[config.mk]
export PLATFORM = sky130hd
export DESIGN_NAME = mat_serializer
export DESIGN_NICKNAME = d
export VERILOG_FILES = /design/src/rtl/mat_serializer.sv
export SDC_FILE = /design/constraint.sdc
export NUM_CORES = 1
export LEC_CHECK = 0
export CORE_UTILIZATION = 65
export DETAILED_ROUTE_END_ITERATION = 7
export DONT_BUFFER_PORTS = 1
export PLACE_DENSITY = 0.78
export SLEW_MARGIN = 30
export SYNTH_ARGS = -nofsm -noshare
export SYNTH_HDL_FRONTEND = slang
export SYNTH_SLANG_ARGS = --single-unit
[constraint.sdc]
create_clock -name clk -period 6.4 [get_ports clk]
set_clock_uncertainty 0.15 [all_clocks]
set_input_delay 0.96 -clock clk [delete_from_list [all_inputs] [get_ports clk]]
set_output_delay 0.96 -clock clk [all_outputs]
set_load 0.02 [all_outputs]
[src/rtl/mat_serializer.sv]
// Captures a packed H x W matrix on a load strobe and streams it out one
// element per valid/ready handshake, row-major, with row/col tags and a last flag.
module mat_serializer #(
    parameter int S = 32,
    parameter int H = 4,
    parameter int W = 1,
    localparam int N  = H * W,
    localparam int RW = (H > 1) ? $clog2(H) : 1,
    localparam int CW = (W > 1) ? $clog2(W) : 1
) (
    input  logic          clk,
    input  logic          rst,
    input  logic          load,
    input  logic [N*S-1:0] mat,
    output logic [S-1:0]  out_data,
    output logic [RW-1:0] out_row,
    output logic [CW-1:0] out_col,
    output logic          out_last,
    output logic          out_valid,
    input  logic          out_ready,
    output logic          busy,
    output logic          done,
    output logic          overrun
);

    typedef enum logic {
        IDLE,
        STREAM
    } state_t;

    localparam logic [RW-1:0] ROW_MAX    = RW'(H - 1);
    localparam logic [CW-1:0] COL_MAX    = CW'(W - 1);
    localparam logic          FIRST_LAST = (N == 1);

    state_t         state;
    logic [N*S-1:0] shadow;

    logic [RW-1:0]  next_row;
    logic [CW-1:0]  next_col;
    logic           next_last;
    logic [S-1:0]   next_data;

    logic           streaming;
    logic           fire;
    logic           final_fire;
    logic           accept;

    assign streaming  = (state == STREAM);
    assign fire       = streaming && out_ready;
    assign final_fire = fire && out_last;
    // A new matrix fits only when idle or exactly as the last element leaves.
    assign accept     = load && (!streaming || final_fire);

    // NOTE: every variable gets a default at the top of always_comb so no path
    // leaves it unassigned, which would otherwise infer a latch.
    always_comb begin
        next_row  = out_row;
        next_col  = out_col;
        next_data = '0;
        if (out_col == COL_MAX) begin
            next_col = '0;
            next_row = out_row + 1'b1;
        end else begin
            next_col = out_col + 1'b1;
        end
        next_last = (next_row == ROW_MAX) && (next_col == COL_MAX);
        // Past the last element the index would run off the shadow register.
        if (!out_last) begin
            next_data = shadow[(N - 1 - (int'(next_row) * W + int'(next_col))) * S +: S];
        end
    end

    // NOTE: sequential state uses non-blocking assignments only, so every
    // register sees the pre-edge value of every other register.
    always_ff @(posedge clk) begin
        if (rst) begin
            // NOTE: the shadow register is reset too, so nothing stale from a
            // previous matrix can leak out after an abandoned stream.
            state     <= IDLE;
            shadow    <= '0;
            out_data  <= '0;
            out_row   <= '0;
            out_col   <= '0;
            out_last  <= 1'b0;
            out_valid <= 1'b0;
            busy      <= 1'b0;
            done      <= 1'b0;
            overrun   <= 1'b0;
        end else begin
            done <= final_fire;

            if (streaming && load && !final_fire) begin
                overrun <= 1'b1;
            end

            if (accept) begin
                state     <= STREAM;
                shadow    <= mat;
                out_data  <= mat[N*S-1 -: S];
                out_row   <= '0;
                out_col   <= '0;
                out_last  <= FIRST_LAST;
                out_valid <= 1'b1;
                busy      <= 1'b1;
            end else if (fire) begin
                if (out_last) begin
                    state     <= IDLE;
                    out_last  <= 1'b0;
                    out_valid <= 1'b0;
                    busy      <= 1'b0;
                end else begin
                    out_data <= next_data;
                    out_row  <= next_row;
                    out_col  <= next_col;
                    out_last <= next_last;
                end
            end
        end
    end

endmodule
Word-level counts from Yosys, hierarchy flattened. Cells that the tools add are included.

Register bits: 167. Input bits: 132. Output and inout bits: 40. Word-level logic and storage cells: 41.

Add/subtract/negate cells: 4. Eq/ne operators: 2. Shift-type cells: 1. Multiplexer cells: 9. Bitwise logic cells: 2. Reduce and logical (&&, ||, !) cells: 15.

Operator list (count): $shiftx 128x9->32 (1); $mux 32 (3); $logic_and 1x1->1 (6); $reduce_and 2->1 (3); $mux 1 (5); $reduce_bool 2->1 (2); $sub 2x3->4 const A (1); $add 2x1->3 (1); $add 2x1->2 const B (1); $eq 2x2->1 const B (1); $logic_not 1->1 (2); $mux 2 (1); $ne 2x1->1 const B (1); $not 1->1 (2); $reduce_or 2->1 (1); $add 1x1->1 const B (1); $logic_or 1x1->1 (1).

Longest topological paths before layout. Gate-level depths: netlist of the first run.

Word-level depth: 8. Mapped depth: 9. Gate-level depth less buffers: 6.

Worst setup path before layout of the first run. Ideal clock, no wire load.

Kind: register -> register. From: register out_row[0]. To: register out_data[28]. Setup time: 0.133 ns. Arrival: 1.942 ns. Data required time: 6.117 ns. Path slack: 4.176 ns. Stages on the path, launching flop included: 10. Path buffers: 4. Clock period less this slack: 2.224 ns. Cells stage by stage: dfxtp_1 buf_6 buf_6 inv_1 ha_1 buf_2 buf_2 mux4_2 nor3_1 nor3_1.

Cells in the longest elaborated chain, start to end: 8.

RTL lines: start: declaration (RTL line 16) `output logic [RW-1:0] out_row,`; start signal: assignment (RTL line 113) `out_row <= next_row;`; $add 2x1->2 (RTL line 62) `next_row = out_row + 1'b1;`; $mux 2 (*) (RTL line 60) `if (out_col == COL_MAX) begin`; named net next_row[0] (RTL line 38) `logic [RW-1:0] next_row;`; $add 2x1->3 (*) (RTL line 69) `next_data = shadow[(N - 1 - (int'(next_row) * W + int'(next_col))) * S +: S];`; $sub 2x3->4 (*) (RTL line 69); $shiftx 128x9->32 (*) (RTL line 69); $mux 32 (*) (RTL line 106) `if (out_last) begin`; $mux 32 (*) (RTL line 105) `end else if (fire) begin`; $mux 32 (*) (RTL line 96) `if (accept) begin`; end signal: assignment (RTL line 99) `out_data <= mat[N*S-1 -: S];`; end signal: assignment (RTL line 112) `out_data <= next_data;`; end: declaration (RTL line 15) `output logic [S-1:0] out_data,`.

The timed path passes the listed nets; every way through them passes the cells marked *. The select of a mux whose other input is x is not followed. A chain may end at the register's enable or synchronous reset.

Worst setup path after layout of the first run.
From: register out_last. To: register out_data[24].

Cells in the longest elaborated chain, start to end: 5. Elaborated cells between the ends (all ways): 7. Classes of those cells: 1 x eq/ne; 1 x mux; 5 x reduce/logical.

RTL lines: start: declaration (RTL line 18) `output logic out_last,`; start signal: assignment (RTL line 115) `out_last <= next_last;`; $logic_and 1x1->1 (RTL line 50) `assign final_fire = fire && out_last;`; $logic_or 1x1->1 (RTL line 52) `assign accept = load && (!streaming || final_fire);`; $logic_and 1x1->1 (RTL line 52); $ne 2x1->1 (no line) / $reduce_bool 2->1 (equally long branches); $reduce_and 2->1 (no line).

Several ways; a longest one is shown, not always the timed one.

==> metrics.cfg, run 1 <==
[grt]
grt_first_pass_wirelength_um = 23700
global_route.usage.met3_pct = 7.55
grt_use_met2_pct = 45.3
global_route.peak_usage_layer = met2
number_of_antenna_violations_at_the_first_check_in_global_routing = 0
grt_start_max_net_pins = 167
via_count_of_the_first_global_routing_pass = 4863
globalRouteOverflowTotal = 0
grt_util_all_layers_pct = 27.6
grtUsageMet1_pct = 34.3

[floorplan]
die_w_um = 104
design.die.area_sq_um = 10700
number_of_i_o_pins = 172
starting_density_pct = 68.0
placeableCoreArea_sq_um = 9860
rows = 36
die-height_um = 104

[yosys]
ys_async_rst_share_pct = 0
synth_area_per_cell_sq_um = 8.72
yosys.area.top_type = sky130_fd_sc_hd__dfxtp_1
seq_area_frac_synth_pct = 49.6
ys.flop_type = sky130_fd_sc_hd__dfxtp_1
synth_enable_flop_cells = 0
syn_area_sq_um = 6700
number_of_instances_in_the_synthesized_netlist = 769
post_synth_num_cell_types = 29
synthDominantCellAreaShare_pct = 49.6
synth_area_leaders = sky130_fd_sc_hd__dfxtp_1 50%, sky130_fd_sc_hd__nand2_1 16%, sky130_fd_sc_hd__mux4_2 11%
synth-seq-cells = 166
mappedNetlistNets = 902
number_of_warnings_printed_during_yosys_synthesis = 0

[sta]
period_minus_slack_ns = 2.96
whs_ns = 0.300
timing.max_slew.rel_slack_pct = 38.6
final-max-slew-violation-count = 0
grt_setup_unrepaired = no
final_hold_viol_count = 0
setup_viol_count_final = 0
worst_slew_pin_slew_ns = 0.921
max_freq_mhz = 338
min_period_over_period_pct = 46.2
timing.setup.tns_ns = 0

[worst_setup_path]
worst_path_largest_cell_delay_ns = 0.73
path_class = reg -> reg
crit_path_start_kind = flip-flop
crit_path_cell_trace = a21bo_2 > and2_4 > buf_4 > nand2_1 > a311oi_1
critical_path_arrival_ns = 3.22
cp-startpoint = out_last
worst-r2r-setup-slack_ns = 3.44
reg2reg_from = out_last
end_kind = flip-flop
cp_data_required_time_ns = 6.66
cp_max_fo = 91
cp_slowest_cell = sky130_fd_sc_hd__buf_4

[finish]
area_of_the_multi_input_gates_sq_um = 3050
area_growth_syn_to_layout_pct = 7.00
final_net_count = 859
final_util_pct = 72.7
layout.filler_cells = 771
diodes_inserted = 0
seq_area_sq_um = 3320
post-route-cell-area_sq_um = 7170
post_route_cells_drive_above_1_share_pct = 10.4

[clock_network]
buffer_count_from_post_cts_setup_fixing = 0
cts-htree-levels = 4
cts_resized = 0
cts_sinks = 166
clock_transition_at_the_registers_of_the_reported_paths_ns = 0.06
cts.hold.buffers_added = 0
cts_tree = done
worst_skew_pair.late_latency_ns = 0.52
cts.path.max_buffers = 2
cts_made_buffers = 17
clk_root_buffer_cell = sky130_fd_sc_hd__clkbuf_8

[worst_hold_path]
worst_hold_path_type = reg -> reg
min_from = shadow[119]

[placed_design]
hpwl_um = 9210
count_of_buffers_from_port_buffering = 0
postPlaceCellArea_sq_um = 6570
place_congestion = 0.798

[route]
antenna_left = 0
drc = 0
route.detailed.vias_per_inst = 5.91
drt_first_pass_iters = 5
wirelength_um = 14600
detail_route.iter0.violations = 288
drt-wirelength-per-cell_um = 16.7
dr_total_vias = 5146

[pwr]
power_density_nw_per_um2 = 331
ir_worst_vdd_mv = 0.173
leakage_nw = 2.58

[flow_run]
max_cap_viol_count = 0

[run_status]
status = complete, no violations

==> registers in the layout (all words and copies together), names as in the netlist <==
signal    count
done          1
out_data     32
out_last      1
out_row       2
overrun       1
shadow      128
state         1
==> critical path, delay by kind of cell (launching register included) <==
family | cells | cell delay, ns
AO/OA/AOI/OAI | 2 | 0.67
flip-flops | 1 | 0.59
AND/OR/NAND/NOR | 2 | 0.63
buffers and inverters | 1 | 0.73
==> worst paths after layout <==
kind                  endpoint  cells after the start
setup / recovery  out_data[24]                      5
hold / removal     shadow[119]                      2
setup reg to reg  out_data[24]                      5
hold reg to reg    shadow[119]                      2
==> cell usage after synthesis (all sizes together), types with 2 or more instances <==
master	count
nand2	290
mux4	32
a21oi	131
clkbuf	21
nor2	35
nor3b	2
inv	2
nor3	3
dfxtp	166
a311oi	31
buf	45
==> cells by family after synthesis <==
group,after synthesis,share of synthesized area (%)
mux,33,10.9
other cells,1,0.0559
simple gates,333,19.1
buf+inv,68,5.30
xor+xnor,1,0.131
fa+ha+maj,1,0.187
compound gates,166,14.8
flops,166,49.6
==> layout by cell type (no fill, tap or decap), types with 2 or more instances in the layout <==
| cell | instances |
|---|---|
| sky130_fd_sc_hd__clkbuf_8 | 3 |
| sky130_fd_sc_hd__inv_1 | 2 |
| sky130_fd_sc_hd__a311oi_1 | 30 |
| sky130_fd_sc_hd__a21oi_1 | 130 |
| sky130_fd_sc_hd__nor3b_1 | 2 |
| sky130_fd_sc_hd__clkbuf_16 | 16 |
| sky130_fd_sc_hd__clkinv_4 | 4 |
| sky130_fd_sc_hd__nor2_1 | 35 |
| sky130_fd_sc_hd__dfxtp_1 | 165 |
| sky130_fd_sc_hd__nor3_1 | 2 |
| sky130_fd_sc_hd__bufinv_16 | 3 |
| sky130_fd_sc_hd__nand2_1 | 288 |
| sky130_fd_sc_hd__buf_4 | 4 |
| sky130_fd_sc_hd__mux4_2 | 32 |
| sky130_fd_sc_hd__clkinv_2 | 2 |
==> final cells by class <==
cell class	instances	area share [%]
Sequential cell	166	46.3
Multi-Input combinational cell	535	42.5
Clock buffer	19	6.16
Tap cell	133	2.32
Clock inverter	11	2.11
Timing Repair Buffer	4	0.419
Inverter	2	0.105
==> power by group <==
part	internal, W	switching, W	total, W
combinational	0.0000809	0.000118	0.000199
clock	0.000613	0.000399	0.00101
sequential	0.00110	0.0000642	0.00116
==> per-layer routing <==
layer / wire length, um / up-vias
li1: - / 2515
met1: 6010 / 2417
met2: 7230 / 188
met3: 1000 / 26
met4: 327 / 0
met5: 0 / -
==> per-stage QoR <==
| stage | setup slack, ns | power, W | cells |
|---|---|---|---|
| 2_1_floorplan | 4.18 | 0.00136 | 769 |
| 3_3_place_gp | 3.28 | 0.00137 | 840 |
| 3_5_place_dp | 3.17 | 0.00139 | 840 |
| 4_1_cts | 3.35 | 0.00239 | 870 |
| 5_1_grt | 3.19 | 0.00246 | 870 |
| 6_report | 3.44 | 0.00238 | 870 |
Note: power is estimated with default switching activity, not from simulation.
==> run 2: changes to the inputs <==
--- a/config.mk
+++ b/config.mk
@@ -5,10 +5,10 @@
 export SDC_FILE = /design/constraint.sdc
 export NUM_CORES = 1
 export LEC_CHECK = 0
-export CORE_UTILIZATION = 65
+export CORE_UTILIZATION = 57
 export DETAILED_ROUTE_END_ITERATION = 7
 export DONT_BUFFER_PORTS = 1
-export PLACE_DENSITY = 0.78
+export PLACE_DENSITY = 0.72
 export SLEW_MARGIN = 30
 export SYNTH_ARGS = -nofsm -noshare
 export SYNTH_HDL_FRONTEND = slang
==> constraint.sdc (replaced) <==
create_clock -name clk -period 2.4 [get_ports clk]
set_clock_uncertainty 0.15 [all_clocks]
set_input_delay 0.36 -clock clk [delete_from_list [all_inputs] [get_ports clk]]
set_output_delay 0.36 -clock clk [all_outputs]
set_load 0.02 [all_outputs]
==> run 2 against run 1 <==
  * Clock-buffer cell count up 7
  * Wire length up 22%
  * Critical path depth up 1
  * Worst setup slack worse by 3.3 ns
  * Cell count up 19%
  * Via count up 16%
  * Sequential cell count unchanged
  * Die area up 14%
  * Clock power rose to 2.6 times the previous value
  * Maximum frequency up 32%
  * Largest cell class unchanged
  * Largest power group unchanged
==> metrics.cfg, run 2 (synthesis results as in run 1) <==
[run_status]
status = complete, no violations

[worst_setup_path]
path_class = reg -> reg
crit_path_start_kind = flip-flop
cp_max_fo = 37  ; -59%
critical_path_arrival_ns = 2.45  ; -0.77 ns
cp_data_required_time_ns = 2.61  ; -4.05 ns
end_kind = flip-flop

[sta]
final_hold_viol_count = 0  ; unchanged
min_period_over_period_pct = 93.6  ; +47 points
worst_slew_pin_slew_ns = 0.728  ; -0.192 ns
grt_setup_unrepaired = no
timing.max_slew.rel_slack_pct = 51.5  ; +13 points
max_freq_mhz = 445  ; +32%
final-max-slew-violation-count = 0  ; unchanged
timing.setup.tns_ns = 0  ; unchanged
period_minus_slack_ns = 2.25  ; -0.714 ns
setup_viol_count_final = 0  ; unchanged

[placed_design]
place_congestion = 0.789  ; -1.2%
hpwl_um = 9570  ; +3.9%
postPlaceCellArea_sq_um = 6710  ; +2.1%
count_of_buffers_from_port_buffering = 0  ; unchanged

[floorplan]
starting_density_pct = 58.7  ; -9.2 points
number_of_i_o_pins = 172  ; unchanged
die-height_um = 110  ; +6.7%
rows = 39  ; +8.3%
design.die.area_sq_um = 12200  ; +14%
placeableCoreArea_sq_um = 11400  ; +16%
die_w_um = 110  ; +6.7%

[grt]
via_count_of_the_first_global_routing_pass = 6000  ; +23%
number_of_antenna_violations_at_the_first_check_in_global_routing = 0  ; unchanged
globalRouteOverflowTotal = 0  ; unchanged
grt_first_pass_wirelength_um = 29100  ; +23%
grt_start_max_net_pins = 97  ; -42%
grt_util_all_layers_pct = 29.8  ; +2.2 points

[pwr]
leakage_nw = 3.42  ; +33%
ir_worst_vdd_mv = 0.692  ; +300%
power_density_nw_per_um2 = 745  ; +130%

[clock_network]
cts.path.max_buffers = 2  ; unchanged
clk_root_buffer_cell = sky130_fd_sc_hd__clkbuf_16
clock_transition_at_the_registers_of_the_reported_paths_ns = 0.06  ; about the same
cts_sinks = 166  ; unchanged
cts_made_buffers = 17  ; unchanged
buffer_count_from_post_cts_setup_fixing = 0  ; unchanged
cts-htree-levels = 4  ; unchanged
cts_tree = done
worst_skew_pair.late_latency_ns = 0.42  ; -0.10 ns

[route]
drc = 0  ; unchanged
wirelength_um = 17800  ; +22%
drt_first_pass_iters = 6  ; +1
dr_total_vias = 5951  ; +16%
detail_route.iter0.violations = 569  ; +98%
antenna_left = 0  ; unchanged
drt-wirelength-per-cell_um = 17.1  ; +2.4%
route.detailed.vias_per_inst = 5.74  ; -2.9%

[finish]
most-common-layout-cells = 288 x sky130_fd_sc_hd__nand2_1, 165 x sky130_fd_sc_hd__dfxtp_1, 148 x sky130_fd_sc_hd__dlygate4sd3_1
regMostFlops = shadow
diodes_inserted = 0  ; unchanged
area_growth_syn_to_layout_pct = 31.2
registers_with_the_most_flip_flops = shadow: 128 flops, out_data: 32 flops, out_row: 2 flops
post_route_cells_drive_above_1_share_pct = 9.29  ; -1.2 points
largest_reg_flops = 128  ; unchanged
post-route-cell-area_sq_um = 8790  ; +23%
most_common_library_cell_in_the_layout_ignoring_fill_and_taps = sky130_fd_sc_hd__nand2_1
final_net_count = 1016  ; +18%

[flow_run]
max_cap_viol_count = 0  ; unchanged

[worst_hold_path]
worst_hold_path_type = in -> reg

run 2: changes by cell type in the layout (fill, tap and decap cells not counted), moves of 2 or more:
cell                            previous run  this run
sky130_fd_sc_hd__bufinv_16                 3         1
sky130_fd_sc_hd__clkinv_4                  4         0
sky130_fd_sc_hd__buf_4                     4         7
sky130_fd_sc_hd__dlygate4sd3_1             0       148
sky130_fd_sc_hd__clkbuf_1                  0         2
sky130_fd_sc_hd__clkbuf_8                  3         7
sky130_fd_sc_hd__buf_12                    0         5
run 2: critical path, stage by stage (launching register included):
cell	delay [ns]
sky130_fd_sc_hd__dfxtp_1	0.30
sky130_fd_sc_hd__a21bo_2	0.24
sky130_fd_sc_hd__and2_4	0.43
sky130_fd_sc_hd__buf_12	0.23
sky130_fd_sc_hd__nand2_1	0.10
sky130_fd_sc_hd__a21oi_1	0.14
sky130_fd_sc_hd__dlygate4sd3_1	0.58
run 2: timing repair:
action,CTS,global route
endpoints found under the setup margin,0,3
hold buffers,149,0
endpoints found under the hold margin,166,0
resized for setup,0,1
run 2: layer usage:
| metal | up-vias | track usage [%] | share of wire [%] |
|---|---|---|---|
| met5 | - | 0 | 0 |
| li1 | 2832 | - | - |
| met4 | 0 | 13.6 | 2.8 |
| met2 | 247 | 50.4 | 49 |
| met1 | 2824 | 35.9 | 41 |
| met3 | 48 | 7.08 | 7.0 |
run 2: cell type report:
| cell class | count | area (sq um) |
|---|---|---|
| Fill cell | 728 | 2620 |
| Clock inverter | 3 | 40.0 |
| Clock buffer | 26 | 529 |
| Sequential cell | 166 | 3320 |
| Tap cell | 143 | 179 |
| Inverter | 2 | 7.51 |
| Timing Repair Buffer | 161 | 1660 |
| Multi-Input combinational cell | 535 | 3050 |
run 2: power by group:
part	internal (W)	leakage (nW)	total (W)	switching, W
sequential	0.00293	1.37	0.00311	0.000173
combinational	0.000407	1.77	0.000811	0.000404
clock	0.00160	0.284	0.00264	0.00103
total	0.00494	3.42	0.00655	0.00161
run 2: final timing paths:
check / start / endpoint / slack [ns] / cells after the start
worst max-delay path: state / shadow[97] / 0.15 / 6
worst min-delay path: mat[124] / out_data[28] / 0.05 / 2
worst max register to register: state / shadow[97] / 0.15 / 6
worst min register to register: shadow[78] / shadow[78] / 0.30 / 2
run 2: metrics by stage:
step	hold slack [ns]	worst slack, ns	power, W	util, %	cells
after floorplan	0.283	0.176	0.00363	-	769
after global placement	0.283	0.198	0.00370	58.7	858
after detailed placement	0.289	0.135	0.00373	58.7	858
after CTS	0.0109	0.143	0.00655	76.9	1036
after global routing	0.0678	0.0390	0.00678	77.0	1036
final	0.0540	0.154	0.00655	77.0	1036
